--- src/rtl/bp_me_dma_bank_mux.sv ---
// Merges per-bank DMA channels onto one DRAM port: round-robin packet arbitration,
// write-burst forwarding from the granted bank, and in-order read return via a bank tag FIFO.
module bp_me_dma_bank_mux #(
    parameter int banks_p               = 2,
    parameter int daddr_width_p         = 32,
    parameter int block_size_in_words_p = 8,
    parameter int fill_width_p          = 64,
    parameter int block_beats_p         = 8,
    parameter int max_outstanding_p     = 4
) (
    input  logic                                                           clk_i,
    input  logic                                                           reset_i,
    input  logic [banks_p-1:0][1+daddr_width_p+block_size_in_words_p-1:0] bank_pkt_i,
    input  logic [banks_p-1:0]                                             bank_pkt_v_i,
    output logic [banks_p-1:0]                                             bank_pkt_ready_and_o,
    input  logic [banks_p-1:0][fill_width_p-1:0]                           bank_data_i,
    input  logic [banks_p-1:0]                                             bank_data_v_i,
    output logic [banks_p-1:0]                                             bank_data_ready_and_o,
    output logic [banks_p-1:0][fill_width_p-1:0]                           bank_data_o,
    output logic [banks_p-1:0]                                             bank_data_v_o,
    input  logic [banks_p-1:0]                                             bank_data_ready_and_i,
    output logic [1+daddr_width_p+block_size_in_words_p-1:0]               dma_pkt_o,
    output logic                                                           dma_pkt_v_o,
    input  logic                                                           dma_pkt_ready_and_i,
    output logic [fill_width_p-1:0]                                        dma_data_o,
    output logic                                                           dma_data_v_o,
    input  logic                                                           dma_data_ready_and_i,
    input  logic [fill_width_p-1:0]                                        dma_data_i,
    input  logic                                                           dma_data_v_i,
    output logic                                                           dma_data_ready_and_o
);

    localparam int pkt_w  = 1 + daddr_width_p + block_size_in_words_p;
    localparam int tag_w  = (banks_p > 1) ? $clog2(banks_p) : 1;
    localparam int beat_w = (block_beats_p > 1) ? $clog2(block_beats_p) : 1;
    localparam int fptr_w = (max_outstanding_p > 1) ? $clog2(max_outstanding_p) : 1;
    localparam int fcnt_w = $clog2(max_outstanding_p + 1);
    localparam logic [beat_w-1:0] LAST_BEAT = beat_w'(block_beats_p - 1);

    typedef enum logic {ST_IDLE, ST_WRITE} state_t;

    state_t             r_state;
    logic [tag_w-1:0]   r_ptr;
    logic [tag_w-1:0]   r_wbank;
    logic [tag_w-1:0]   r_lock_g;
    logic               r_locked;
    logic [beat_w-1:0]  r_wcnt;
    logic [beat_w-1:0]  r_rcnt;
    logic [tag_w-1:0]   r_tags [max_outstanding_p];
    logic [fptr_w-1:0]  r_rd;
    logic [fptr_w-1:0]  r_wr;
    logic [fcnt_w-1:0]  r_cnt;

    logic [banks_p-1:0] w_elig;
    logic [tag_w-1:0]   w_rr;
    logic [tag_w-1:0]   w_grant;
    logic [tag_w-1:0]   w_head;
    logic [31:0]        w_idx;
    logic               w_found;
    logic               w_full;
    logic               w_empty;
    logic               w_in_idle;
    logic               w_in_write;
    logic               w_pkt_xfer;
    logic               w_is_write;
    logic               w_wxfer;
    logic               w_rxfer;
    logic               w_push;
    logic               w_pop;

    assign w_full     = (r_cnt == fcnt_w'(max_outstanding_p));
    assign w_empty    = (r_cnt == '0);
    assign w_in_idle  = (r_state == ST_IDLE);
    assign w_in_write = (r_state == ST_WRITE);
    assign w_head     = r_tags[r_rd];

    always_comb begin
        w_elig = '0;
        for (int unsigned b = 0; b < banks_p; b++) begin
            w_elig[b] = bank_pkt_v_i[b] & (bank_pkt_i[b][pkt_w-1] | ~w_full);
        end
    end

    always_comb begin
        w_rr    = r_ptr;
        w_found = 1'b0;
        w_idx   = '0;
        for (int unsigned i = 0; i < banks_p; i++) begin
            w_idx = (32'(r_ptr) + i) % unsigned'(banks_p);
            if (!w_found && w_elig[tag_w'(w_idx)]) begin
                w_rr    = tag_w'(w_idx);
                w_found = 1'b1;
            end
        end
    end

    // A presented but unaccepted packet pins the grant so the output stays stable.
    assign w_grant    = (r_locked && w_elig[r_lock_g]) ? r_lock_g : w_rr;
    assign dma_pkt_o  = bank_pkt_i[w_grant];
    assign dma_pkt_v_o = w_in_idle & (|w_elig);
    assign w_pkt_xfer = dma_pkt_v_o & dma_pkt_ready_and_i;
    assign w_is_write = dma_pkt_o[pkt_w-1];
    assign w_push     = w_pkt_xfer & ~w_is_write;

    assign dma_data_o   = bank_data_i[r_wbank];
    assign dma_data_v_o = w_in_write & bank_data_v_i[r_wbank];
    assign w_wxfer      = dma_data_v_o & dma_data_ready_and_i;

    assign bank_data_o          = {banks_p{dma_data_i}};
    assign dma_data_ready_and_o = ~w_empty & bank_data_ready_and_i[w_head];
    assign w_rxfer              = ~w_empty & dma_data_v_i & bank_data_ready_and_i[w_head];
    assign w_pop                = w_rxfer & (r_rcnt == LAST_BEAT);

    always_comb begin
        bank_pkt_ready_and_o  = '0;
        bank_data_ready_and_o = '0;
        bank_data_v_o         = '0;
        if (dma_pkt_v_o) begin
            bank_pkt_ready_and_o[w_grant] = dma_pkt_ready_and_i;
        end
        if (w_in_write) begin
            bank_data_ready_and_o[r_wbank] = dma_data_ready_and_i;
        end
        if (!w_empty) begin
            bank_data_v_o[w_head] = dma_data_v_i;
        end
    end

    always_ff @(posedge clk_i) begin
        if (w_push) begin
            r_tags[r_wr] <= w_grant;
        end
    end

    always_ff @(posedge clk_i) begin
        if (!reset_i) begin
            r_state  <= ST_IDLE;
            r_ptr    <= '0;
            r_wbank  <= '0;
            r_lock_g <= '0;
            r_locked <= 1'b0;
            r_wcnt   <= '0;
            r_rcnt   <= '0;
            r_rd     <= '0;
            r_wr     <= '0;
            r_cnt    <= '0;
        end else begin
            case (r_state)
                ST_IDLE: begin
                    r_locked <= dma_pkt_v_o & ~dma_pkt_ready_and_i;
                    r_lock_g <= w_grant;
                    if (w_pkt_xfer) begin
                        r_ptr <= (w_grant == tag_w'(banks_p - 1)) ? '0 : w_grant + 1'b1;
                        if (w_is_write) begin
                            r_state <= ST_WRITE;
                            r_wbank <= w_grant;
                            r_wcnt  <= '0;
                        end
                    end
                end
                ST_WRITE: begin
                    if (w_wxfer) begin
                        if (r_wcnt == LAST_BEAT) begin
                            r_state <= ST_IDLE;
                            r_wcnt  <= '0;
                        end else begin
                            r_wcnt <= r_wcnt + 1'b1;
                        end
                    end
                end
                default: r_state <= ST_IDLE;
            endcase

            if (w_rxfer) begin
                r_rcnt <= (r_rcnt == LAST_BEAT) ? '0 : r_rcnt + 1'b1;
            end
            if (w_push) begin
                r_wr <= (r_wr == fptr_w'(max_outstanding_p - 1)) ? '0 : r_wr + 1'b1;
            end
            if (w_pop) begin
                r_rd <= (r_rd == fptr_w'(max_outstanding_p - 1)) ? '0 : r_rd + 1'b1;
            end
            case ({w_push, w_pop})
                2'b10:   r_cnt <= r_cnt + 1'b1;
                2'b01:   r_cnt <= r_cnt - 1'b1;
                default: r_cnt <= r_cnt;
            endcase
        end
    end

endmodule

--- config.mk ---
export PLATFORM = sky130hd
export DESIGN_NAME = bp_me_dma_bank_mux
export DESIGN_NICKNAME = d
export VERILOG_FILES = /design/src/rtl/bp_me_dma_bank_mux.sv
export SDC_FILE = /design/constraint.sdc
export NUM_CORES = 1
export LEC_CHECK = 0
export ABC_AREA = 1
export BUFFER_PORTS_ARGS = -buffer_cell sky130_fd_sc_hd__buf_2
export CAP_MARGIN = 40
export CORE_AREA = 2 2 203 205
export CTS_CLUSTER_DIAMETER = 120
export DETAILED_ROUTE_END_ITERATION = 12
export DIE_AREA = 0 0 205 207
export PLACE_DENSITY = 0.3
export SETUP_SLACK_MARGIN = 0.05
export SYNTH_ARGS = -nofsm -noshare
export SYNTH_HDL_FRONTEND = slang
export SYNTH_SLANG_ARGS = --single-unit
export TNS_END_PERCENT = 5
--- constraint.sdc ---
create_clock -name clk_i -period 6.2 [get_ports clk_i]
set_input_delay 0.31 -clock clk_i [delete_from_list [all_inputs] [get_ports clk_i]]
set_output_delay 0.31 -clock clk_i [all_outputs]
set_load 0.01 [all_outputs]
==> impl_metrics.json <==
{
  "outcome": "complete, no violations",
  "hold_buffers": 0,
  "hold_class": "in2reg",
  "fmax_mhz": 378,
  "drtPass1Iterations": 4,
  "p_leak_nw": 2.95,
  "setup_tns_ns": 0,
  "synth_top_flop_cell": "dfxtp_1",
  "overflow": 0,
  "grt_max_degree": 68,
  "post_drt_wl_per_cell_um": 11.8,
  "syn_nets": 940,
  "floorplan.core_area_um2": 40400,
  "die_area_um2": 42400,
  "async_reset_ff_frac": 0,
  "yosysSeqAreaShare": 0.142,
  "power_density_nw_per_um2": 139,
  "tritoncts": "done",
  "maxSlewViolCount": 0,
  "cts_buffer_depth": 2,
  "clk_pin_slew_ns": 0.07,
  "relSlewSlack": 0.482,
  "ys_top_cells_by_area": "nand2_1, buf_4, dfxtp_1",
  "routed_wl_um": 16100,
  "finClkSkew_ns": 0.00516,
  "syn_avg_cell_area_um2": 5.68,
  "h-tree-depth": 1,
  "ir_worst_vdd_v": 0.000110,
  "io_pins": 527,
  "dp_hpwl_um": 13600,
  "gp_congestion": 0.763,
  "grt_pass1_wl_um": 23000,
  "yosysMostFrequentCell": "nand2_1",
  "clk_latency_ns": 0.26,
  "critPathCaptureType": "output pin",
  "rsz0062_at_grt": "false",
  "hold_violations": 0,
  "drive_above_1_share": 0.435,
  "yosys-top-cells-count": "nand2_1, buf_4, inv_1, nor2_1, dfxtp_1",
  "final_net_count": 1130,
  "start_kind": "flip-flop",
  "synth_top_area_frac": 0.355,
  "netlist_area_um2": 3650,
  "via_per_inst": 3.09,
  "ys_types": 30,
  "cp_max_fo": 47,
  "rows": 74,
  "drc": 0,
  "crit_required_ns": 5.89,
  "fin_crit_sh": 0.427,
  "area_growth_syn_to_layout_pct": 37.2,
  "postCtsSetupBuffers": 0,
  "track_usage": 0.0699,
  "synth_top_area_cell": "nand2_1",
  "clock-sinks": 24,
  "ant_nets": 0,
  "initial_utilization": 0.0905,
  "ys_ff_latch": 24,
  "fillers": 4843,
  "synth_edf_count": 4,
  "die_w_um": 205,
  "dpl-instance-area_um2": 4910,
  "worstSetupPathType": "reg2out",
  "period_needed_ns": 2.65,
  "post_cts_resized": 0,
  "drv_cap": 0,
  "antenna_found_initial": 0,
  "dr.first_iter.drc_count": 138,
  "die_y_um": 207,
  "cts_buffers": 3,
  "vias": 4220,
  "grt_pass1_vias": 4156,
  "io_buffers": 334,
  "critPathArrivalTime_ns": 2.34,
  "root_buffer": "clkbuf_16",
  "finish.instance_area_um2": 5010,
  "worst_pin_slew_ns": 0.777,
  "syn_inst": 644,
  "yosys_warnings": 0,
  "antenna_cells": 0,
  "setup_viol": 0
}
[metal layers]
metal	track usage	share of wire	vias to the layer above
met4	0.0231	0.030	0
met1	0.0765	0.38	1756
li1	-	-	2195
met5	0	0	-
met3	0.0149	0.079	46
met2	0.132	0.51	223
[layout make-up]
cell class | instances | area, µm² | share of cell area
clock buffers | 4 | 100 | 0.0200
multi-input cells | 435 | 1900 | 0.380
repair buffers | 336 | 1690 | 0.336
well taps | 532 | 666 | 0.133
flip-flops and latches | 24 | 522 | 0.104
inverters | 34 | 135 | 0.0270
[cells by family (layout without fill, tap and decap cells)]
family / count (synthesis) / count (layout) / synth area share
simple gates: 397 / 397 / 0.436
buf+inv: 185 / 374 / 0.337
compound gates: 27 / 27 / 0.0452
flops: 24 / 24 / 0.142
fa+ha+maj: 11 / 11 / 0.0397
[critical path: stages, from the launching register on]
cell	delay (ns)
dfxtp_1	0.35
nor2_4	0.17
nand3_2	0.09
nand2_2	0.11
inv_1	0.07
nand2_2	0.12
nand2_4	0.29
inv_4	0.47
nand2_1	0.12
nand2_1	0.12
buf_2	0.14
[layout by cell type, fill, tap and decap left out, types with 2 or more instances in the layout]
cell type and count:
dfxtp_1 19, nand2_1 346, buf_2 334, edfxtp_1 4, inv_1 30, nand3_4 2
nor2_1 25, ha_1 10, clkbuf_16 4, o21ai_0 10, nand2_4 2, nand3_1 9
nor3_1 2, buf_4 2, nand3_2 4, inv_2 2, nand2_2 5, a21oi_1 12
[metrics by stage]
| step | hold slack, ns | util | power, W | instances | setup WS, ns |
|---|---|---|---|---|---|
| final | 0.371 | 0.124 | 0.000695 | 1365 | 3.55 |
| after global placement | 0.466 | 0.122 | 0.000538 | 1361 | 3.75 |
| after CTS | 0.373 | 0.124 | 0.000712 | 1365 | 3.46 |
| after floorplan | 0.443 | - | 0.000443 | 644 | 4.05 |
| after detailed placement | 0.461 | 0.122 | 0.000536 | 1361 | 3.74 |
| after global routing | 0.392 | 0.124 | 0.000753 | 1365 | 3.26 |
[path summary, 6_finish.rpt]
path	start	to	slack [ns]	cells after the start
max	r_cnt[0]	dma_pkt_o[12]	3.55	10
min	dma_pkt_ready_and_i	r_locked	0.37	4
max reg2reg	r_tags[1]	r_cnt[2]	3.77	14
min reg2reg	r_wcnt[2]	r_wcnt[2]	0.47	2
[sequential cells by signal, indices dropped and copies added (netlist names), named ones only]
register and flops:
r_wr 2, r_rcnt 3, r_lock_g 1, r_rd 2
r_tags 4, r_cnt 3, r_locked 1, r_state 1
r_wcnt 3, r_wbank 1, r_ptr 1
[power by group]
part | internal, W | switching, W
combinational | 0.000145 | 0.000203
clock | 0.000112 | 0.0000588
sequential | 0.000167 | 0.00000819
total | 0.000425 | 0.000270
Note: power is estimated with default switching activity, not from simulation.
